===== config.mk =====
export PLATFORM = sky130hd
export DESIGN_NAME = axi4_lite_if
export DESIGN_NICKNAME = d
export VERILOG_FILES = /design/src/rtl/axi4_lite_if.sv
export SDC_FILE = /design/constraint.sdc
export NUM_CORES = 1
export LEC_CHECK = 0
export BUFFER_PORTS_ARGS = -buffer_cell sky130_fd_sc_hd__buf_2
export CAP_MARGIN = 30
export CORE_MARGIN = 3
export CORE_UTILIZATION = 50
export DETAILED_ROUTE_END_ITERATION = 7
export GPL_ROUTABILITY_DRIVEN = 0
export PLACE_DENSITY = 0.83
export SETUP_SLACK_MARGIN = 0.15
export SLEW_MARGIN = 30
export SYNTH_ARGS = -nofsm -noshare
export SYNTH_HDL_FRONTEND = slang
export SYNTH_SLANG_ARGS = --single-unit
export TNS_END_PERCENT = 50

===== constraint.sdc =====
create_clock -name aclk -period 1.86 [get_ports aclk]
set_clock_uncertainty 0.05 [all_clocks]
set_input_delay 0.279 -clock aclk [delete_from_list [all_inputs] [get_ports aclk]]
set_output_delay 0.279 -clock aclk [all_outputs]
set_load 0.02 [all_outputs]

===== src/rtl/axi4_lite_if.sv =====
// -----------------------------------------------------------------------------
// axi4_lite_if
//
// Purpose
//   Registered AXI4-Lite link stage between one MMR master (s_* ports) and one
//   MMR slave (m_* ports). Each of the five channels passes through its own
//   2-entry skid buffer (axi4_lite_skid). Every valid, ready and payload signal
//   leaving this block comes straight from a flop, so the master-side and
//   slave-side timing paths are fully decoupled. Each channel sustains one beat
//   per cycle. Beats are never reordered, dropped or altered.
//
// Handshake rule (all channels, both sides)
//   A beat moves on a rising aclk edge where valid and ready are both 1. The
//   source keeps valid high and the payload unchanged until that edge. The sink
//   may drive ready independently of valid.
//
// Parameters
//   AW  address width (awaddr / araddr)
//   DW  data width (wdata / rdata). Must be a multiple of 8. Strobe width is DW/8.
//
// Ports
//   aclk, areset        clock and synchronous active-high reset
//   s_aw* / m_aw*       write address channel, master -> slave
//   s_w*  / m_w*        write data + strobes, master -> slave
//   s_b*  / m_b*        write response, slave -> master
//   s_ar* / m_ar*       read address channel, master -> slave
//   s_r*  / m_r*        read data + response, slave -> master
// -----------------------------------------------------------------------------

// -----------------------------------------------------------------------------
// axi4_lite_skid
//
// Purpose
//   One fully registered 2-entry skid buffer. MAIN holds the beat on the output.
//   SKID catches the beat that was accepted while the output was stalled. Because
//   ready_o is a flop, the stage commits to one extra beat before it knows about
//   the stall. SKID is that extra entry.
//
// Ports
//   clk_i, rst_i              clock and synchronous active-high reset
//   valid_i, ready_o, pay_i   upstream (input) side
//   valid_o, ready_i, pay_o   downstream (output) side
// -----------------------------------------------------------------------------
module axi4_lite_skid #(
    parameter int W = 32
) (
    input  logic         clk_i,
    input  logic         rst_i,
    input  logic         valid_i,
    output logic         ready_o,
    input  logic [W-1:0] pay_i,
    output logic         valid_o,
    input  logic         ready_i,
    output logic [W-1:0] pay_o
);

    typedef enum logic [1:0] {
        ST_EMPTY = 2'd0,
        ST_ONE   = 2'd1,
        ST_TWO   = 2'd2
    } state_t;

    state_t         state_q;
    logic           valid_q;
    logic           ready_q;
    logic [W-1:0]   main_q;
    logic [W-1:0]   skid_q;

    logic           in_fire;
    logic           out_fire;

    assign in_fire  = valid_i & ready_q;
    assign out_fire = valid_q & ready_i;

    assign valid_o  = valid_q;
    assign ready_o  = ready_q;
    assign pay_o    = main_q;

    // valid_q and ready_q are registered copies of the state decode:
    // EMPTY -> (0,1), ONE -> (1,1), TWO -> (1,0). They are updated together
    // with state_q, so they never disagree with it. After reset the slice
    // is EMPTY with ready_q=0. The first edge without reset raises ready_q.
    always_ff @(posedge clk_i) begin
        if (rst_i) begin
            state_q <= ST_EMPTY;
            valid_q <= 1'b0;
            ready_q <= 1'b0;
            main_q  <= '0;
            skid_q  <= '0;
        end else begin
            case (state_q)
                ST_EMPTY: begin
                    ready_q <= 1'b1;
                    if (in_fire) begin
                        main_q  <= pay_i;
                        valid_q <= 1'b1;
                        state_q <= ST_ONE;
                    end
                end
                ST_ONE: begin
                    if (in_fire && !out_fire) begin
                        // Output stalled and a new beat arrived. Park it.
                        skid_q  <= pay_i;
                        ready_q <= 1'b0;
                        state_q <= ST_TWO;
                    end else if (out_fire && !in_fire) begin
                        valid_q <= 1'b0;
                        state_q <= ST_EMPTY;
                    end else if (in_fire && out_fire) begin
                        // Pass-through. The old beat leaves and the new one takes its place.
                        main_q  <= pay_i;
                    end
                end
                ST_TWO: begin
                    if (out_fire) begin
                        main_q  <= skid_q;
                        ready_q <= 1'b1;
                        state_q <= ST_ONE;
                    end
                end
                default: begin
                    state_q <= ST_EMPTY;
                    valid_q <= 1'b0;
                    ready_q <= 1'b0;
                end
            endcase
        end
    end

endmodule

module axi4_lite_if #(
    parameter int AW = 32,
    parameter int DW = 32
) (
    input  logic              aclk,
    input  logic              areset,

    // Write address: master -> slave
    input  logic [AW-1:0]     s_awaddr,
    input  logic              s_awvalid,
    output logic              s_awready,
    output logic [AW-1:0]     m_awaddr,
    output logic              m_awvalid,
    input  logic              m_awready,

    // Write data: master -> slave
    input  logic [DW-1:0]     s_wdata,
    input  logic [DW/8-1:0]   s_wstrb,
    input  logic              s_wvalid,
    output logic              s_wready,
    output logic [DW-1:0]     m_wdata,
    output logic [DW/8-1:0]   m_wstrb,
    output logic              m_wvalid,
    input  logic              m_wready,

    // Write response: slave -> master
    output logic [1:0]        s_bresp,
    output logic              s_bvalid,
    input  logic              s_bready,
    input  logic [1:0]        m_bresp,
    input  logic              m_bvalid,
    output logic              m_bready,

    // Read address: master -> slave
    input  logic [AW-1:0]     s_araddr,
    input  logic              s_arvalid,
    output logic              s_arready,
    output logic [AW-1:0]     m_araddr,
    output logic              m_arvalid,
    input  logic              m_arready,

    // Read data: slave -> master
    output logic [DW-1:0]     s_rdata,
    output logic [1:0]        s_rresp,
    output logic              s_rvalid,
    input  logic              s_rready,
    input  logic [DW-1:0]     m_rdata,
    input  logic [1:0]        m_rresp,
    input  logic              m_rvalid,
    output logic              m_rready
);

    localparam int SW = DW / 8;

    // W carries {strobe, data} and R carries {resp, data} as one payload word.
    // This keeps the two fields of a beat together.
    logic [SW+DW-1:0] w_pay_in;
    logic [SW+DW-1:0] w_pay_out;
    logic [DW+1:0]    r_pay_in;
    logic [DW+1:0]    r_pay_out;

    assign w_pay_in = {s_wstrb, s_wdata};
    assign m_wstrb  = w_pay_out[SW+DW-1:DW];
    assign m_wdata  = w_pay_out[DW-1:0];

    assign r_pay_in = {m_rresp, m_rdata};
    assign s_rresp  = r_pay_out[DW+1:DW];
    assign s_rdata  = r_pay_out[DW-1:0];

    // AW and W use independent slices. The slave pairs address with data.
    axi4_lite_skid #(.W(AW)) u_aw (
        .clk_i   (aclk),
        .rst_i   (areset),
        .valid_i (s_awvalid),
        .ready_o (s_awready),
        .pay_i   (s_awaddr),
        .valid_o (m_awvalid),
        .ready_i (m_awready),
        .pay_o   (m_awaddr)
    );

    axi4_lite_skid #(.W(SW+DW)) u_w (
        .clk_i   (aclk),
        .rst_i   (areset),
        .valid_i (s_wvalid),
        .ready_o (s_wready),
        .pay_i   (w_pay_in),
        .valid_o (m_wvalid),
        .ready_i (m_wready),
        .pay_o   (w_pay_out)
    );

    axi4_lite_skid #(.W(2)) u_b (
        .clk_i   (aclk),
        .rst_i   (areset),
        .valid_i (m_bvalid),
        .ready_o (m_bready),
        .pay_i   (m_bresp),
        .valid_o (s_bvalid),
        .ready_i (s_bready),
        .pay_o   (s_bresp)
    );

    axi4_lite_skid #(.W(AW)) u_ar (
        .clk_i   (aclk),
        .rst_i   (areset),
        .valid_i (s_arvalid),
        .ready_o (s_arready),
        .pay_i   (s_araddr),
        .valid_o (m_arvalid),
        .ready_i (m_arready),
        .pay_o   (m_araddr)
    );

    axi4_lite_skid #(.W(DW+2)) u_r (
        .clk_i   (aclk),
        .rst_i   (areset),
        .valid_i (m_rvalid),
        .ready_o (m_rready),
        .pay_i   (r_pay_in),
        .valid_o (s_rvalid),
        .ready_i (s_rready),
        .pay_o   (r_pay_out)
    );

endmodule


==> results.md <==
Drt:
- The total detailed-routing wirelength is 38.8 mm.
- Dividing the detail-routed wire length by the instance count gives 18.5 um.
- In the routed layout, each cell is associated on average with a via count of 5.74.
- The via count is 12,000.
- The iteration count of the initial detailed-routing pass is 5.
- Once detail routing completed, the nets flagged for antenna violations numbered 0.
- The number of design-rule violations left by the first detailed-router iteration is 982.
- The residual DRC count is 0.

Floorplanning:
- The die outline height is 163 um.
- The cell row count is 56.
- The initial utilization of the core area, before any placement, comes to 51.8%.
- The area of the core region is 23,900 sq um.
- 294 I/O pins were placed.
- The die extent in x is 163 um.
- The die covers 26,700 sq um.

Synth:
- The net count of the mapped netlist is 1,493.
- The share of synthesized registers carrying an async set or reset is 0%.
- Synthesis inferred 292 register bits.
- Multiplexer cells account for 11.2% of the synthesized area.
- The share of the synthesized netlist area taken by xor and xnor gates is 0%.
- For this run, the leading register cell type out of synthesis is dfxtp_1.
- Each instance of the synthesized netlist takes up on average 9.19 sq um.
- Of the total synthesized cell area, the portion taken by full adders, half adders and majority gates is 0%.
- The count of flip-flops with a built-in enable after synthesis is 0.
- The cell type contributing the most total cell area after synthesis is dfxtp_1.
- The top cell type by area accounts for 47.3% of the synthesized area.
- The simple-gate portion of the synthesized area is 16.3%.
- For this run, the number of Yosys warnings is 0.
- After synthesis the cells add up to 12,400 sq um.
- Synthesis produced a netlist whose cell count is 1,345.
- The combinational family with the most area after synthesis is compound AO/OA/AOI/OAI gates.
- Counting distinct cell types in the post-synthesis netlist gives 42.
- After synthesis, the cell types taking the most area are dfxtp_1 (47%), mux2i_1 (11%), a211oi_2 (9.1%).
- The area fraction in compound gates after synthesis is 20.3%.
- The sequential fraction of the synthesis area is 47.3%.

STA:
- The slew of the pin with the lowest slew margin is 0.494 ns.
- Setup violations remaining at the end of the flow were counted as 0.
- The max-slew violation total from the final report was 0.
- The shortest clock period the worst path allows after layout is 1.72 ns.
- The setup TNS is 0 ns.
- The worst hold slack is 0.0365 ns.
- The number of failing hold endpoints at the final stage is 0.
- Setup repair after global routing could not meet its margin everywhere.
- In the finished design, the share of the clock period the worst path needs comes to 92.7%.
- For this run, the top clock speed supported by timing is 580 MHz.
- The worst relative slew slack is 66.9%.

Worst setup path:
- In this run the register-to-register setup slack is 0.14 ns.
- In this run the critical register-to-register path is launched from u_w.state_q[1].
- The signal on the critical path passes through nand4bb_2, o211ai_4, buf_12, buf_16, nor2_1, a211oi_2.
- The critical path buffer and inverter count is 2.
- The endpoint required time on the critical path is 2.25 ns.
- The worst reg2reg path endpoint is u_w.pay_o[9].
- The slowest stage cell on the critical path is dfxtp_4.
- In this design, the stage delay of the slowest critical-path cell is 0.39 ns.
- The logic depth of the worst path, buffers included is 6.
- The maximum net fanout on the critical path is 35.
- Among cell families on the critical path, the largest total delay comes from simple AND/OR/NAND/NOR gates.
- The worst setup path is launched from a flip-flop.
- The endpoint type of the worst setup path is a flip-flop.
- For the worst flop-to-flop path, the logic depth is 6.
- The type of the setup path with the least slack is reg2reg.
- At the worst endpoint, the arrival time is 2.12 ns.

Placed design:
- Port buffering added 293 buffers.
- The placed instances occupy a cell area of 14,200 sq um.
- After legalization and detailed placement, the total HPWL measured 21.5 mm.

Pwr:
- The fraction of power spent switching nets is 27.7%.
- The total leakage power is 7.50 nW.
- For this design the ratio of total power to cell area is 994 nW/um^2.
- The clock network fraction of design power is 39.6%.
- The maximum ir drop on the vdd rail is 0.000852 V.
- Cell internal power was estimated by the tool at 12.1 mW.
- The proportion of power drawn by flip-flops and latches is 41.7%.
- The combinational fraction of design power is 18.6%.
- The switching power is 4.64 mW.

Global route:
- The number of global-route vias before repair is 12,200.
- For this run the aggregate overflow at the end of global routing stands at 0.
- For this run, the total global-route usage over all layers was measured as 27.7%.
- The pin count of the biggest net entering global routing is 71.
- The first global-routing pass estimated 61.6 mm of wire.
- The number of antenna violations at the first check in global routing is 3.

Clocking:
- Clock-pin slew was measured on the worst setup and hold paths at 0.07 ns.
- Clock tree synthesis inserted a total of 30 buffers.
- The insertion delay of the later-clocked pin in the worst-skew pair is 0.54 ns.
- The TritonCTS clock tree is built.
- The deepest clock path buffer count is 3.
- The number of H-tree branching levels is 1.
- The number of sinks on the clock net is 292.
- The clock root buffer is clkbuf_16.

Cells and area:
- The final net count is 1,892.
- Summing all non-filler instances in the final layout gives an area of 16,800 sq um.
- Cells with a size suffix above 1 make up 29.2% of the layout.
- The top cell types in the final layout, fill and taps aside, are buf_2 (292), dfxtp_1 (288), nand2_1 (284), a21oi_1 (153).
- The area growth from synthesis to layout is 36.2%.
- The library cell used most frequently in the layout, excluding fill and tap cells, is buf_2.

Status:
- The run finished with clean final reports.

Run:
- The max-cap violation count is 0.

Hold path:
- The number of cells traversed by the worst hold path is 4.
- The path with the worst hold slack has its endpoint at u_ar.valid_o.
- The min-delay analysis places its worst path in the category in2reg.
- The startpoint of the most critical hold path is m_arready.
[metal layers]
metal / track usage, % / share of wire, % / up-vias / wire length [um]
li1: - / - / 5545 / -
met4: 13.6 / 5.1 / 0 / 1980
met3: 5.99 / 7.5 / 164 / 2910
met2: 49.7 / 50 / 592 / 19500
met1: 31.1 / 37 / 5704 / 14400
met5: 0 / 0 / - / 0
[per-stage QoR]
stage,util (%),setup WS [ns],std cells,power (mW)
floorplan,-,0.196,1345,8.89
global placement,59.6,0.222,1890,9.74
detailed placement,59.6,0.0820,1890,9.83
CTS,70.1,0.162,2086,16.6
global route,70.5,0.0450,2090,17.3
finish,70.5,0.136,2090,16.7
[layout make-up]
class	instances	area, sq um
inverter	3	11.3
fill	1576	7050
sequential	292	5850
multi-input combinational	931	5980
clock buffer	48	980
tap	319	399
clock inverter	8	140
antenna	3	7.51
timing repair buffer	486	3470
[power by group through the flow]
stage | Sequential, mW | Clock, mW | Combinational, mW
6_report | 6.99 | 6.64 | 3.12
3_5_place_dp | 7.09 | 0 | 2.74
5_1_grt | 7.03 | 6.97 | 3.34
4_1_cts | 6.96 | 6.68 | 3.00
3_3_place_gp | 7.08 | 0 | 2.66
2_1_floorplan | 7.48 | 0 | 1.41
[synth_stat cells (3+ instances only)]
cell and count:
a211oi_1 47, a211oi_2 90, a21o_1 3, a21oi_1 153, and4b_1 3, buf_2 41
buf_4 3, buf_6 11, clkbuf_1 63, dfxtp_1 292, inv_1 3, mux2i_1 138
nand2_1 284, nand2b_1 9, nand3_1 6, nand3b_1 5, nand4_1 4, nand4b_1 4
nor2_1 50, nor3_1 98, o21ai_0 8, o21ba_2 3, or2_1 3
[sequential cells by signal (all words and copies together), names as in the netlist, 32 cells and up]
signal	flops
u_r.pay_o	34
u_r.skid_q	34
u_w.pay_o	36
u_ar.pay_o	32
u_aw.pay_o	32
u_aw.skid_q	32
u_ar.skid_q	32
u_w.skid_q	36
[tightest hold or removal path: cells and delay by family]
family	cells	cell delay (ns)
AND/OR/NAND/NOR	2	0.12
buffers and inverters	1	0.10
AO/OA/AOI/OAI	1	0.06
[cell families after synthesis]
group                  count (synthesis)
muxes                                138
and+or+nand+nor                      471
AOI/OAI and AO/OA                    322
buffers and inverters                122
DFF                                  292
[worst max path at each step]
stage	slack, ns	endpoint	from
global route	0.05	u_w.pay_o[2]	u_w.ready_o
finish	0.14	u_w.pay_o[9]	u_w.state_q[1]
global placement	0.22	u_w.pay_o[32]	u_w.valid_o
floorplan	0.20	u_r.pay_o[11]	u_r.ready_o
detailed placement	0.08	u_w.pay_o[24]	u_w.valid_o
CTS	0.16	u_w.pay_o[7]	u_w.valid_o
[repair_timing]
item,in CTS,in global routing
pin swaps,1,3
resized for setup,1,17
hold buffers,138,0
endpoints found under the hold margin,138,0
buffers inserted,2,1
endpoints found under the setup margin,31,108
Power figures use the tool's default switching activity.
